--- src/rtl/ps2_pkg.sv ---
// Shared PS/2 definitions: transmitter state encoding, frame sizes and parity helper.
package ps2_pkg;

    typedef enum logic [2:0] {
        IDLE,
        INHIBIT,
        RTS,
        SEND,
        ACK,
        WAIT_IDLE
    } ps2_tx_state_t;

    // Full frame on the wire: start, 8 data, parity, stop.
    localparam int PS2_FRAME_BITS    = 11;
    // Bits the host shifts out after the start bit: 8 data, parity, stop.
    localparam int PS2_TX_SHIFT_BITS = 10;

    // Parity bit that makes the total number of ones (data + parity) odd.
    function automatic logic odd_parity(input logic [7:0] d);
        return ~^d;
    endfunction

endpackage

--- src/rtl/ps2_clk_filter.sv ---
// PS/2 clock deglitcher: the filtered level only moves when FILTER_LEN consecutive
// samples agree; one-cycle fall/rise pulses mark each change of the filtered level.
module ps2_clk_filter #(
    parameter int FILTER_LEN = 8
) (
    input  logic CLK,
    input  logic nRESET,
    input  logic din,
    output logic level,
    output logic fall,
    output logic rise
);

    logic [FILTER_LEN-1:0] hist;

    // Shift in samples and switch the level once the whole window agrees.
    always_ff @(posedge CLK or negedge nRESET) begin
        if (!nRESET) begin
            hist  <= '1;
            level <= 1'b1;
            fall  <= 1'b0;
            rise  <= 1'b0;
        end else begin
            hist <= {hist[FILTER_LEN-2:0], din};
            fall <= 1'b0;
            rise <= 1'b0;
            if (level && (hist == '0)) begin
                level <= 1'b0;
                fall  <= 1'b1;
            end else if (!level && (hist == '1)) begin
                level <= 1'b1;
                rise  <= 1'b1;
            end
        end
    end

endmodule

--- src/rtl/ps2_host_tx.sv ---
// Host-to-device PS/2 transmitter. Inhibits the bus, requests to send, then shifts
// one byte plus odd parity and stop on device-generated clock falls and checks the ack.
//
// state     | meaning
// ----------+-----------------------------------------------------------------
// IDLE      | lines released, waiting for WRITE
// INHIBIT   | clock held low for INHIBIT_CYCLES
// RTS       | clock and data both low for one cycle (start bit on data)
// SEND      | device clocking; each fall presents next data/parity/stop bit
// ACK       | next fall samples the device acknowledge on data
// WAIT_IDLE | wait for clock and data both high, then report DONE or ERROR
module ps2_host_tx
    import ps2_pkg::*;
#(
    parameter int FILTER_LEN     = 8,
    parameter int INHIBIT_CYCLES = 6000,
    parameter int TIMEOUT_CYCLES = 1000000
) (
    input  logic       CLK,
    input  logic       nRESET,
    input  logic       PS2_CLK_IN,
    input  logic       PS2_DATA_IN,
    output logic       PS2_CLK_OE,
    output logic       PS2_DATA_OE,
    input  logic [7:0] DATA,
    input  logic       WRITE,
    output logic       BUSY,
    output logic       DONE,
    output logic       ERROR
);

    localparam int MAX_CYCLES = (TIMEOUT_CYCLES > INHIBIT_CYCLES) ? TIMEOUT_CYCLES : INHIBIT_CYCLES;
    localparam int CNT_W      = $clog2(MAX_CYCLES + 1);
    localparam int BITCNT_W   = $clog2(PS2_FRAME_BITS);

    localparam logic [CNT_W-1:0]    INHIBIT_LAST = CNT_W'(INHIBIT_CYCLES - 1);
    localparam logic [CNT_W-1:0]    TIMEOUT_LAST = CNT_W'(TIMEOUT_CYCLES - 1);
    localparam logic [BITCNT_W-1:0] SEND_LAST    = BITCNT_W'(PS2_TX_SHIFT_BITS - 1);

    ps2_tx_state_t                 state;
    logic [PS2_TX_SHIFT_BITS-1:0]  shreg;
    logic [BITCNT_W-1:0]           bitcnt;
    logic [CNT_W-1:0]              cnt;
    logic                          ack_ok;

    logic clk_r;
    logic data_r;
    logic clk_level;
    logic clk_fall;
    logic clk_rise_unused;

    // Register the raw bus lines before anything looks at them.
    always_ff @(posedge CLK or negedge nRESET) begin
        if (!nRESET) begin
            clk_r  <= 1'b1;
            data_r <= 1'b1;
        end else begin
            clk_r  <= PS2_CLK_IN;
            data_r <= PS2_DATA_IN;
        end
    end

    ps2_clk_filter #(
        .FILTER_LEN (FILTER_LEN)
    ) u_clk_filter (
        .CLK    (CLK),
        .nRESET (nRESET),
        .din    (clk_r),
        .level  (clk_level),
        .fall   (clk_fall),
        .rise   (clk_rise_unused)
    );

    // Transmit sequencer; all bus enables and status flags are registered here.
    always_ff @(posedge CLK or negedge nRESET) begin
        if (!nRESET) begin
            state       <= IDLE;
            shreg       <= '0;
            bitcnt      <= '0;
            cnt         <= '0;
            ack_ok      <= 1'b0;
            PS2_CLK_OE  <= 1'b0;
            PS2_DATA_OE <= 1'b0;
            BUSY        <= 1'b0;
            DONE        <= 1'b0;
            ERROR       <= 1'b0;
        end else begin
            DONE  <= 1'b0;
            ERROR <= 1'b0;
            case (state)
                IDLE: begin
                    PS2_CLK_OE  <= 1'b0;
                    PS2_DATA_OE <= 1'b0;
                    if (WRITE) begin
                        // Stop bit rides in the top of the shifter so it falls out after parity.
                        shreg      <= {1'b1, odd_parity(DATA), DATA};
                        cnt        <= '0;
                        PS2_CLK_OE <= 1'b1;
                        BUSY       <= 1'b1;
                        state      <= INHIBIT;
                    end
                end
                INHIBIT: begin
                    PS2_CLK_OE <= 1'b1;
                    if (cnt == INHIBIT_LAST) begin
                        PS2_DATA_OE <= 1'b1;
                        state       <= RTS;
                    end else begin
                        cnt <= cnt + 1'b1;
                    end
                end
                RTS: begin
                    PS2_CLK_OE <= 1'b0;
                    bitcnt     <= '0;
                    cnt        <= '0;
                    state      <= SEND;
                end
                SEND, ACK, WAIT_IDLE: begin
                    if ((state == WAIT_IDLE) && clk_level && data_r) begin
                        DONE  <= ack_ok;
                        ERROR <= ~ack_ok;
                        BUSY  <= 1'b0;
                        state <= IDLE;
                    end else if (clk_fall) begin
                        cnt <= '0;
                        if (state == SEND) begin
                            PS2_DATA_OE <= ~shreg[0];
                            shreg       <= {1'b1, shreg[PS2_TX_SHIFT_BITS-1:1]};
                            bitcnt      <= bitcnt + 1'b1;
                            if (bitcnt == SEND_LAST) begin
                                state <= ACK;
                            end
                        end else if (state == ACK) begin
                            ack_ok <= ~data_r;
                            state  <= WAIT_IDLE;
                        end
                    end else if (cnt == TIMEOUT_LAST) begin
                        // Device went quiet: abandon the frame and free the bus.
                        PS2_CLK_OE  <= 1'b0;
                        PS2_DATA_OE <= 1'b0;
                        ERROR       <= 1'b1;
                        BUSY        <= 1'b0;
                        state       <= IDLE;
                    end else begin
                        cnt <= cnt + 1'b1;
                    end
                end
                default: begin
                    PS2_CLK_OE  <= 1'b0;
                    PS2_DATA_OE <= 1'b0;
                    BUSY        <= 1'b0;
                    state       <= IDLE;
                end
            endcase
        end
    end

endmodule
--- config.mk ---
export PLATFORM = sky130hd
export DESIGN_NAME = ps2_host_tx
export DESIGN_NICKNAME = d
export VERILOG_FILES = /design/src/rtl/ps2_pkg.sv /design/src/rtl/ps2_clk_filter.sv /design/src/rtl/ps2_host_tx.sv
export SDC_FILE = /design/constraint.sdc
export NUM_CORES = 1
export LEC_CHECK = 0
export BUFFER_PORTS_ARGS = -buffer_cell sky130_fd_sc_hd__buf_4
export CORE_MARGIN = 4
export CORE_UTILIZATION = 65
export CTS_CLUSTER_DIAMETER = 100
export CTS_CLUSTER_SIZE = 12
export DETAILED_ROUTE_END_ITERATION = 6
export GPL_ROUTABILITY_DRIVEN = 0
export PLACE_DENSITY = 0.85
export SLEW_MARGIN = 20
export SYNTH_ARGS = -nofsm -noshare
export SYNTH_HDL_FRONTEND = slang
export SYNTH_SLANG_ARGS = --single-unit
--- constraint.sdc ---
create_clock -name CLK -period 3.6 [get_ports CLK]
set_clock_uncertainty 0.2 [all_clocks]
set_input_delay 0.9 -clock CLK [delete_from_list [all_inputs] [get_ports CLK]]
set_output_delay 0.9 -clock CLK [all_outputs]
set_load 0.03 [all_outputs]
Word-level counts from Yosys, hierarchy flattened
Index checks and enable logic that the tools add are counted.
{ "totals": {"regBits": 55, "latchBits": 0, "ramBits": 0, "mem_bits_ro": 0, "in_bits": 13, "out_inout_bits": 5, "elab_cells": 117, "mem_count": 0} }
{ "op_classes": {"n_addsub": 2, "n_mul": 0, "div_mod_pow": 0, "order_cmp": 0, "eq_ne": 25, "shifts": 0, "mux": 46, "n_bitwise": 7, "n_reduce_logical": 22} }
{ "op_table": {"columns": ["operator", "count"], "rows": [
  ["2-to-1 mux 20 bit", 5],
  ["case mux 20 bit (4 select lines)", 1],
  ["2-to-1 mux 10 bit", 4],
  ["AND reduction 5 bit", 5],
  ["2-to-1 mux 3 bit", 8],
  ["adder 20 x 1 -> 20 bit (second input constant)", 1],
  ["== test 20 x 13 -> 1 bit (second input constant)", 1],
  ["== test 20 bit (second input constant)", 1],
  ["case mux 10 bit (2 select lines)", 1],
  ["2-to-1 mux 1 bit", 19],
  ["!= test 2 bit (second input constant)", 7],
  ["2-to-1 mux 4 bit", 3],
  ["case mux 3 bit (4 select lines)", 1],
  ["!= test 5 bit (second input constant)", 2],
  ["!= test 3 bit (second input constant)", 3],
  ["case mux 1 bit (3 select lines)", 3],
  ["== test 8 bit (second input constant)", 1],
  ["zero test 8 bit", 1],
  ["case mux 4 bit (2 select lines)", 1],
  ["AND reduction 4 bit", 2],
  ["XNOR reduction 8 bit", 1],
  ["NOT 1 bit", 7],
  ["== test 3 x 2 -> 1 bit (second input constant)", 2],
  ["== test 3 bit (second input constant)", 2],
  ["14 further kinds", 20]
]} }

Longest topological paths before layout
Gate-level depths: netlist of the first run.
{ "depth": {"word_depth": 6, "mapped_depth": 8, "depth_no_buf": 8} }

By module
Synthesis of the first run repeated with hierarchy kept, for this count alone.
{ "unflattened": {"cells_unflattened": 322, "hier_area_um2": 3072.9} }
{ "by_module_without_submodules": {"columns": ["mod", "instances", "cells_per_inst", "area_each_um2", "seq_area_each_um2"], "rows": [
  ["ps2_host_tx", 1, 302, 2726.4, 1128.6],
  ["ps2_clk_filter", 1, 20, 346.6, 286.5]
]} }

Worst setup path after synthesis of the first run
No wires, ideal clock.
{ "synth_path": {"path_type": "reg2reg", "start": "reg cnt[10]", "end": "reg cnt[1]", "setup_ps": 125, "arrival_ps": 2083, "required_ps": 3275, "path_slack_ps": 1192, "stages_incl_launch_ff": 7, "path_buffers": 0, "synth_period_minus_slack_ps": 2408, "path_cell_list": "dfrtp_1 -> or4b_4 -> nor4b_4 -> nand2_2 -> o31ai_4 -> a21oi_2 -> mux2_4"} }
{ "synth_between": {"elab_chain_len": 3, "word_cells_on_any_way": 5, "classes_between": "eq/ne (4); reduce/logical (1)"} }
{ "synth_lines": {"columns": ["item", "line_no", "text"], "rows": [
  ["from (decl)", "ps2_host_tx.sv:43", "logic [CNT_W-1:0] cnt;"],
  ["from (signal assigned)", "ps2_host_tx.sv:109", "cnt <= cnt + 1'b1;"],
  ["from (signal assigned)", "ps2_host_tx.sv:145", "cnt <= cnt + 1'b1;"],
  ["== test 20 bit or == test 20 x 13 -> 1 bit (tied branches)", "ps2_host_tx.sv:137, ps2_host_tx.sv:105", null],
  ["!= test 3 x 2 -> 1 bit (no line) or != test 2 bit (tied branches)", null, null],
  ["AND reduction 5 bit (no line) *", null, null]
]} }
Mark *: on every way between the ends. The rest lies on a longest branch, timed or not.
A chain may end at the register's enable or synchronous reset.

Final worst setup path of the first run
Same ends and word-level chain as after synthesis.

==> key figures, run 1 <==
Run status
  – Status: finished, final reports clean

Route
  – Post-DR vias/cell: 6.25
  – Post-route ant nets: 0
  – Initial DRC Count: between 200 and 300
  – DRC viols: 0
  – Drt wl/cell: 15.2 µm
  – Final wirelength: 5750 µm
  – Vias: 2356
  – Pre-Repair DR Iteration Count: 4

Floorplan
  – Starting Density: 0.669
  – Placement Rows: 24
  – Die W: ~75 µm
  – Die Span Y: roughly 75 µm
  – Die area: approximately 5600 µm²
  – Ports: 18
  – Core area: between 4000 and 5000 µm²

Setup path
  – Setup crit end: cnt[1]
  – CP Class: flip-flop to flip-flop
  – WP data arrival: 2820 ps
  – Maximum fanout along the worst path: 18
  – Critical Path RT: around 3600 ps
  – CP Capture Type: flip-flop
  – Reg-to-Reg Start: cnt[10]
  – Reg-to-reg endpoint: cnt[1]
  – Setup slack, reg-to-reg: ~780 ps
  – Critical Path Source: cnt[10]
  – Worst-case reg-to-reg path depth: 6
  – Startpoint Class: flip-flop

Flow run
  – Max Cap Violations: 0

Finish
  – Ant diodes: 0
  – Final Cell Area: 3160 µm²
  – Final #Nets: 340
  – Layout cells sized above 1: 0.154
  – Area Growth Syn to Fin: 9.08%

Timing
  – Max Clk Rate: between 0.3 and 0.4 GHz
  – Hold Slack: between 150 and 200 ps
  – Slew at the pin closest to its max-slew limit: 700 ps
  – Rel. slew slack: 0.531
  – Fin crit period: ~2800 ps
  – Final Setup Violations: 0
  – Final Hold Viols: 0
  – Final Cycle Share: 0.784
  – TNS Setup: 0 ps
  – Post-route setup slack: just under 800 ps
  – RSZ-0062 raised after global routing: false
  – Slew Limit Fails: 0

Min path
  – Worst Hold Class: flip-flop to flip-flop
  – Hold Path Origin: clk_r

Placement
  – Place WS: between 700 and 800 ps
  – PortBufs: 17
  – Placed inst area: 3040 µm²
  – Final HPWL DP: 3930 µm

Global routing
  – Vias in the first global route: around 2200
  – GRT Util Overall: 0.227
  – Antenna violations before repair: 0
  – GRT Residual Overflow: 0
  – First-pass GRT wire length: 10000 µm
  – Largest net degree at the start of global routing: 56

Logic synthesis
  – Commonest cells in the netlist: 44 x dfrtp_1, 37 x nand2_1, 30 x nor2_1
  – Cells after synthesis: between 300 and 400
  – Synth area leader: dfrtp_1
  – Synth top area share: 0.380
  – Synth top area cells: dfrtp_1 38%, dfstp_2 10%, nand2_1 4.8%, o21ai_0 4.7%, nor2_1 3.9%
  – Post-synth cell types: between 50 and 60
  – Post-Syn Area: roughly 2900 µm²
  – #FFs+latches synth: 55
  – Synthesis Warnings: 0
  – Syn nets: 327
  – Top-count cell post-synth: dfrtp_1
  – Avg Cell Area, Syn: between 9 and 10 µm²
  – Predominant post-synthesis flop cell: dfrtp_1
  – Seq/Total Area, Yosys: 0.480
  – EDFF count, synth: 0
  – FFs w/ async S/R, synth: 1.00

Clock network
  – CTS tree: built
  – Worst-Skew Late Latency: about 310 ps
  – CTS Buf Count: 5
  – Longest Clk Path Bufs: 2
  – Post-CTS setup buffers: 0
  – H-tree depth: 2
  – CTS Hold Bufs: 0
  – CTS resizes: 0
  – Clk pin slew, worst setup/hold paths: approximately 90 ps
  – Root Driver: clkbuf_8
  – Clock Sink Count: 55

Power
  – Total power: around 2000 µW
  – Leak pwr: 0.00131 µW
  – P per Cell Area: 621 nW/µm²
  – Peak supply drop: about 450 µV
==> routing by layer <==
| metal | wire, µm | share of wire | global-route usage | vias to the layer above |
|---|---|---|---|---|
| li1 | - | - | - | 1156 |
| met1 | 2660 | 0.46 | 0.328 | 1105 |
| met2 | 2660 | 0.46 | 0.354 | 82 |
| met3 | 330 | 0.057 | 0.0360 | 13 |
| met4 | 104 | 0.018 | 0.0731 | 0 |
| met5 | 0 | 0 | 0 | - |
==> where the power goes <==
group / internal [µW] / total [µW] / switching, µW
Clock: 207 / 403 / 196
Sequential: 723 / 826 / 103
Combinational: 285 / 733 / 448
==> layout make-up <==
cell class              instances  area, µm²
clock buffers                   5       68.8
clock inverters                 3       43.8
fillers                       324       1170
inverters                      11       41.3
multi-input cells             232       1410
flip-flops and latches         55       1390
well taps                      52       65.1
repair buffers                 19        143
==> flip-flops by register name (all words and copies together) (netlist names), 3 cells and up <==
name               cells
cnt                   20
shreg                 10
u_clk_filter.hist      8
bitcnt                 4
state                  3
==> worst min path at each step <==
| stage | to | slack (ps) | depth (start not counted) |
|---|---|---|---|
| floorplan | u_clk_filter.hist[0] | 150 | 0 |
| global placement | u_clk_filter.hist[0] | 150 | 0 |
| detailed placement | u_clk_filter.hist[0] | 150 | 0 |
| CTS | u_clk_filter.hist[0] | 160 | 0 |
| global route | u_clk_filter.hist[0] | 170 | 0 |
| finish | u_clk_filter.hist[0] | 160 | 0 |
==> cell families after synthesis <==
logic type	count (synthesis)	synth area share
buffers and inverters	24	0.0350
adder cells (fa/ha/maj)	3	0.0130
AO/OA/AOI/OAI	88	0.204
AND/OR/NAND/NOR	129	0.228
XOR/XNOR	7	0.0212
multiplexers	5	0.0190
flip-flops	55	0.480
==> cell usage in the layout, fill, tap and decap left out, drive strengths merged, types with 7 or more instances in the layout <==
cell type,netlist,routed
nand4,8,8
a21oi,11,11
nor3,7,7
nor2b,9,9
dfrtp,44,44
nand2,38,38
buf,3,19
o31ai,8,8
nor2,30,30
o21ai,30,30
inv,10,10
a31oi,17,17
nand3,9,9
dfstp,11,11
==> through the flow <==
step | util | cells
detailed placement | 0.703 | 369
global placement | 0.703 | 369
CTS | 0.729 | 377
global route | 0.730 | 377
finish | 0.730 | 377
floorplan | - | 311
==> worst max-delay path: stages, from the launching register on <==
cell and delay, ps:
dfrtp_1 470, or4b_4 560, nor4b_4 290, nand2_2 170, o31ai_4 580, a21oi_2 110, mux2_4 330
Power figures use the tool's default switching activity.
==> run 2, diff against run 1 <==
- ABC_AREA: unset -> 1
- CORE_UTILIZATION: 65 -> 61
- PLACE_DENSITY: 0.85 -> 0.8
- clock period: 3.6 -> 2.6 ns (I/O delays scaled with it)
==> key figures, run 2 <==
Setup path
  – CP Capture Type: flip-flop
  – Critical Path RT: 2610 ps (-990 ps)
  – Maximum fanout along the worst path: 6 (-12)
  – CP max stage cell: dfrtp_1
  – Startpoint Class: flip-flop
  – Critical path's top delay family: simple AND/OR/NAND/NOR gates
  – Worst Path Buf+Inv: 0 (unchanged)
  – WP data arrival: 2180 ps (-640 ps)
  – Critical Path Most Common Cell: nand3_1
  – CP Class: flip-flop to flip-flop
  – Crit-path max cell delay: 410 ps (-170 ps)
  – Crit path cell chain: ha_1 -> nand3_1 -> nor2_1 -> nand3_1 -> a21boi_1 -> nand3_1 -> nand2_1 -> nand2_1

Logic synthesis
  – FFs w/ async S/R, synth: 1.00 (unchanged)
  – Synth area leader: dfrtp_1
  – Post-Synth Adder-Cell Area: 0.0118 (-0.00120)
  – #FFs+latches synth: 55 (unchanged)
  – Synth Area in XOR/XNOR: 0.0440 (+0.0228)
  – Syn nets: 433 (+32%)
  – Synth top area cells: dfrtp_1 35%, nand2_1 13%, dfstp_2 9.1%, nor2_1 7.9%, nand3_1 5.2%
  – Post-synthesis compound-gate area fraction: 0.0918 (-0.112)
  – EDFF count, synth: 0 (unchanged)
  – Commonest cells in the netlist: 110 x nand2_1, 67 x nor2_1, 44 x dfrtp_1
  – Cells after synthesis: 417 (+34%)
  – Post-Syn Area: 3190 µm² (+10%)
  – Avg Cell Area, Syn: 7.65 µm² (-18%)
  – Top-count cell post-synth: nand2_1
  – Synthesized-area fraction occupied by and/or/nand/nor cells: 0.343 (+0.116)
  – Post-synthesis mux area share: 0 (-0.0190)
  – Synth top area share: 0.345 (-0.0351)
  – Predominant post-synthesis flop cell: dfrtp_1
  – Synthesis Warnings: 0 (unchanged)
  – Seq/Total Area, Yosys: 0.436 (-0.0443)
  – Post-synth cell types: 37 (-29%)
  – Largest family of logic cells by synthesized area: simple AND/OR/NAND/NOR gates

Clock network
  – Worst-Skew Late Latency: 310 ps (about the same)
  – CTS Hold Bufs: 0 (unchanged)
  – CTS tree: built
  – Root Driver: clkbuf_8
  – Longest Clk Path Bufs: 2 (unchanged)
  – CTS Buf Count: 5 (unchanged)
  – Clock Sink Count: 55 (unchanged)
  – Post-CTS setup buffers: 0 (unchanged)
  – Clk pin slew, worst setup/hold paths: 100 ps (about the same)
  – CTS resizes: 0 (unchanged)
  – H-tree depth: 2 (unchanged)

Finish
  – Layout cells sized above 1: 0.135 (-0.0185)
  – Most frequent cells in the layout: 110 x nand2_1, 67 x nor2_1, 44 x dfrtp_1
  – Max FFs per register: 20 (unchanged)
  – Area Growth Syn to Fin: 7.93%
  – Core Util, Final: 0.678 (-0.0520)
  – Largest register by flop count: cnt
  – Final #Nets: 451 (+33%)
  – Ant diodes: 0 (unchanged)
  – Most common cell after layout, fill and taps aside: nand2_1
  – Biggest regs: cnt: 20 flops, shreg: 10 flops, u_clk_filter.hist: 8 flops
  – Finished Layout Cells: 506 (+34%)
  – Fill count: 458 (+41%)

Placement
  – Final HPWL DP: 4970 µm (+26%)
  – Dpl cells: 498 (+35%)
  – PortBufs: 17 (unchanged)

Timing
  – Fin crit period: 2170 ps (-649 ps)
  – Final Setup Violations: 0 (unchanged)
  – Final Hold Viols: 0 (unchanged)
  – Rel. slew slack: 0.550 (+0.0191)
  – Slew Limit Fails: 0 (unchanged)
  – RSZ-0062 raised after global routing: false
  – Max Clk Rate: 0.460 GHz (+30%)
  – Final Cycle Share: 0.836 (+0.0519)
  – TNS Setup: 0 ps (unchanged)
  – Slew at the pin closest to its max-slew limit: 676 ps (-24.8 ps)

Power
  – Peak supply drop: 587 µV (+32%)
  – Total power: 2610 µW (+33%)
  – P per Cell Area: 759 nW/µm² (+22%)
  – Leak pwr: 0.00157 µW (+20%)

Floorplan
  – Core area: 5070 µm² (+17%)
  – Die Span Y: 80.3 µm (+7.5%)
  – Starting Density: 0.628 (-0.0411)
  – Die W: 80.3 µm (+7.5%)
  – Placement Rows: 26 (+8.3%)
  – Ports: 18 (unchanged)
  – Die area: 6450 µm² (+15%)

Route
  – Pre-Repair DR Iteration Count: 5 (+1)
  – Initial DRC Count: 179 (-31%)
  – DRC viols: 0 (unchanged)
  – Drt wl/cell: 13.1 µm (-14%)
  – Final wirelength: 6650 µm (+16%)
  – Post-DR vias/cell: 5.50 (-12%)
  – Post-route ant nets: 0 (unchanged)
  – Vias: 2785 (+18%)

Global routing
  – GRT Util Overall: 0.235 (+0.00805)
  – Antenna violations before repair: 0 (unchanged)
  – GRT Residual Overflow: 0 (unchanged)
  – Largest net degree at the start of global routing: 56 (unchanged)
  – Vias in the first global route: 2629 (+20%)
  – First-pass GRT wire length: 11900 µm (+18%)

Min path
  – Worst Hold Class: input port to async pin

Flow run
  – Max Cap Violations: 0 (unchanged)

Run status
  – Status: finished, final reports clean
==> run 2: where the power goes <==
part / internal [µW] / switching [µW]
clock: 194 / 288
sequential: 1010 / 129
combinational: 333 / 655
==> run 2: layer usage <==
layer  vias to the layer above  wire length [µm]  global-route usage
met3                         9               338              0.0437
met5                         -                 0                   0
met1                      1311              3060               0.315
met2                        71              3180               0.383
li1                       1394                 -                   -
met4                         0                77              0.0811
==> run 2: cell type report <==
type / instances / area, µm² / area share
clock inverter: 3 / 23.8 / 0.00691
timing repair buffer: 22 / 165 / 0.0480
clock buffer: 5 / 68.8 / 0.0200
multi-input combinational: 315 / 1570 / 0.455
tap: 70 / 87.6 / 0.0255
inverter: 36 / 140 / 0.0407
sequential: 55 / 1390 / 0.404
==> run 2: path summary, 6_finish.rpt <==
path	start	end	slack, ps	cells past startpoint
setup / recovery	cnt[0]	state[0]	430	8
hold / removal	nRESET	cnt[9]	150	1
setup reg to reg	cnt[0]	state[0]	430	8
hold reg to reg	clk_r	u_clk_filter.hist[0]	160	0
max in group asynchronous	nRESET	PS2_DATA_OE	1580	1
min in group CLK	clk_r	u_clk_filter.hist[0]	160	0
==> run 2: through the flow <==
step	hold WS (ps)	cell area (µm²)	worst slack, ps
floorplan	145	3190	822
detailed placement	148	3350	441
global route	172	3440	178
finish	148	3440	426
CTS	165	3440	426
global placement	148	3350	536
==> run 2: logic make-up after synthesis <==
group	count (synthesis)
buffers and inverters	47
adder cells (fa/ha/maj)	3
XOR/XNOR	16
AND/OR/NAND/NOR	249
AO/OA/AOI/OAI	47
flip-flops	55
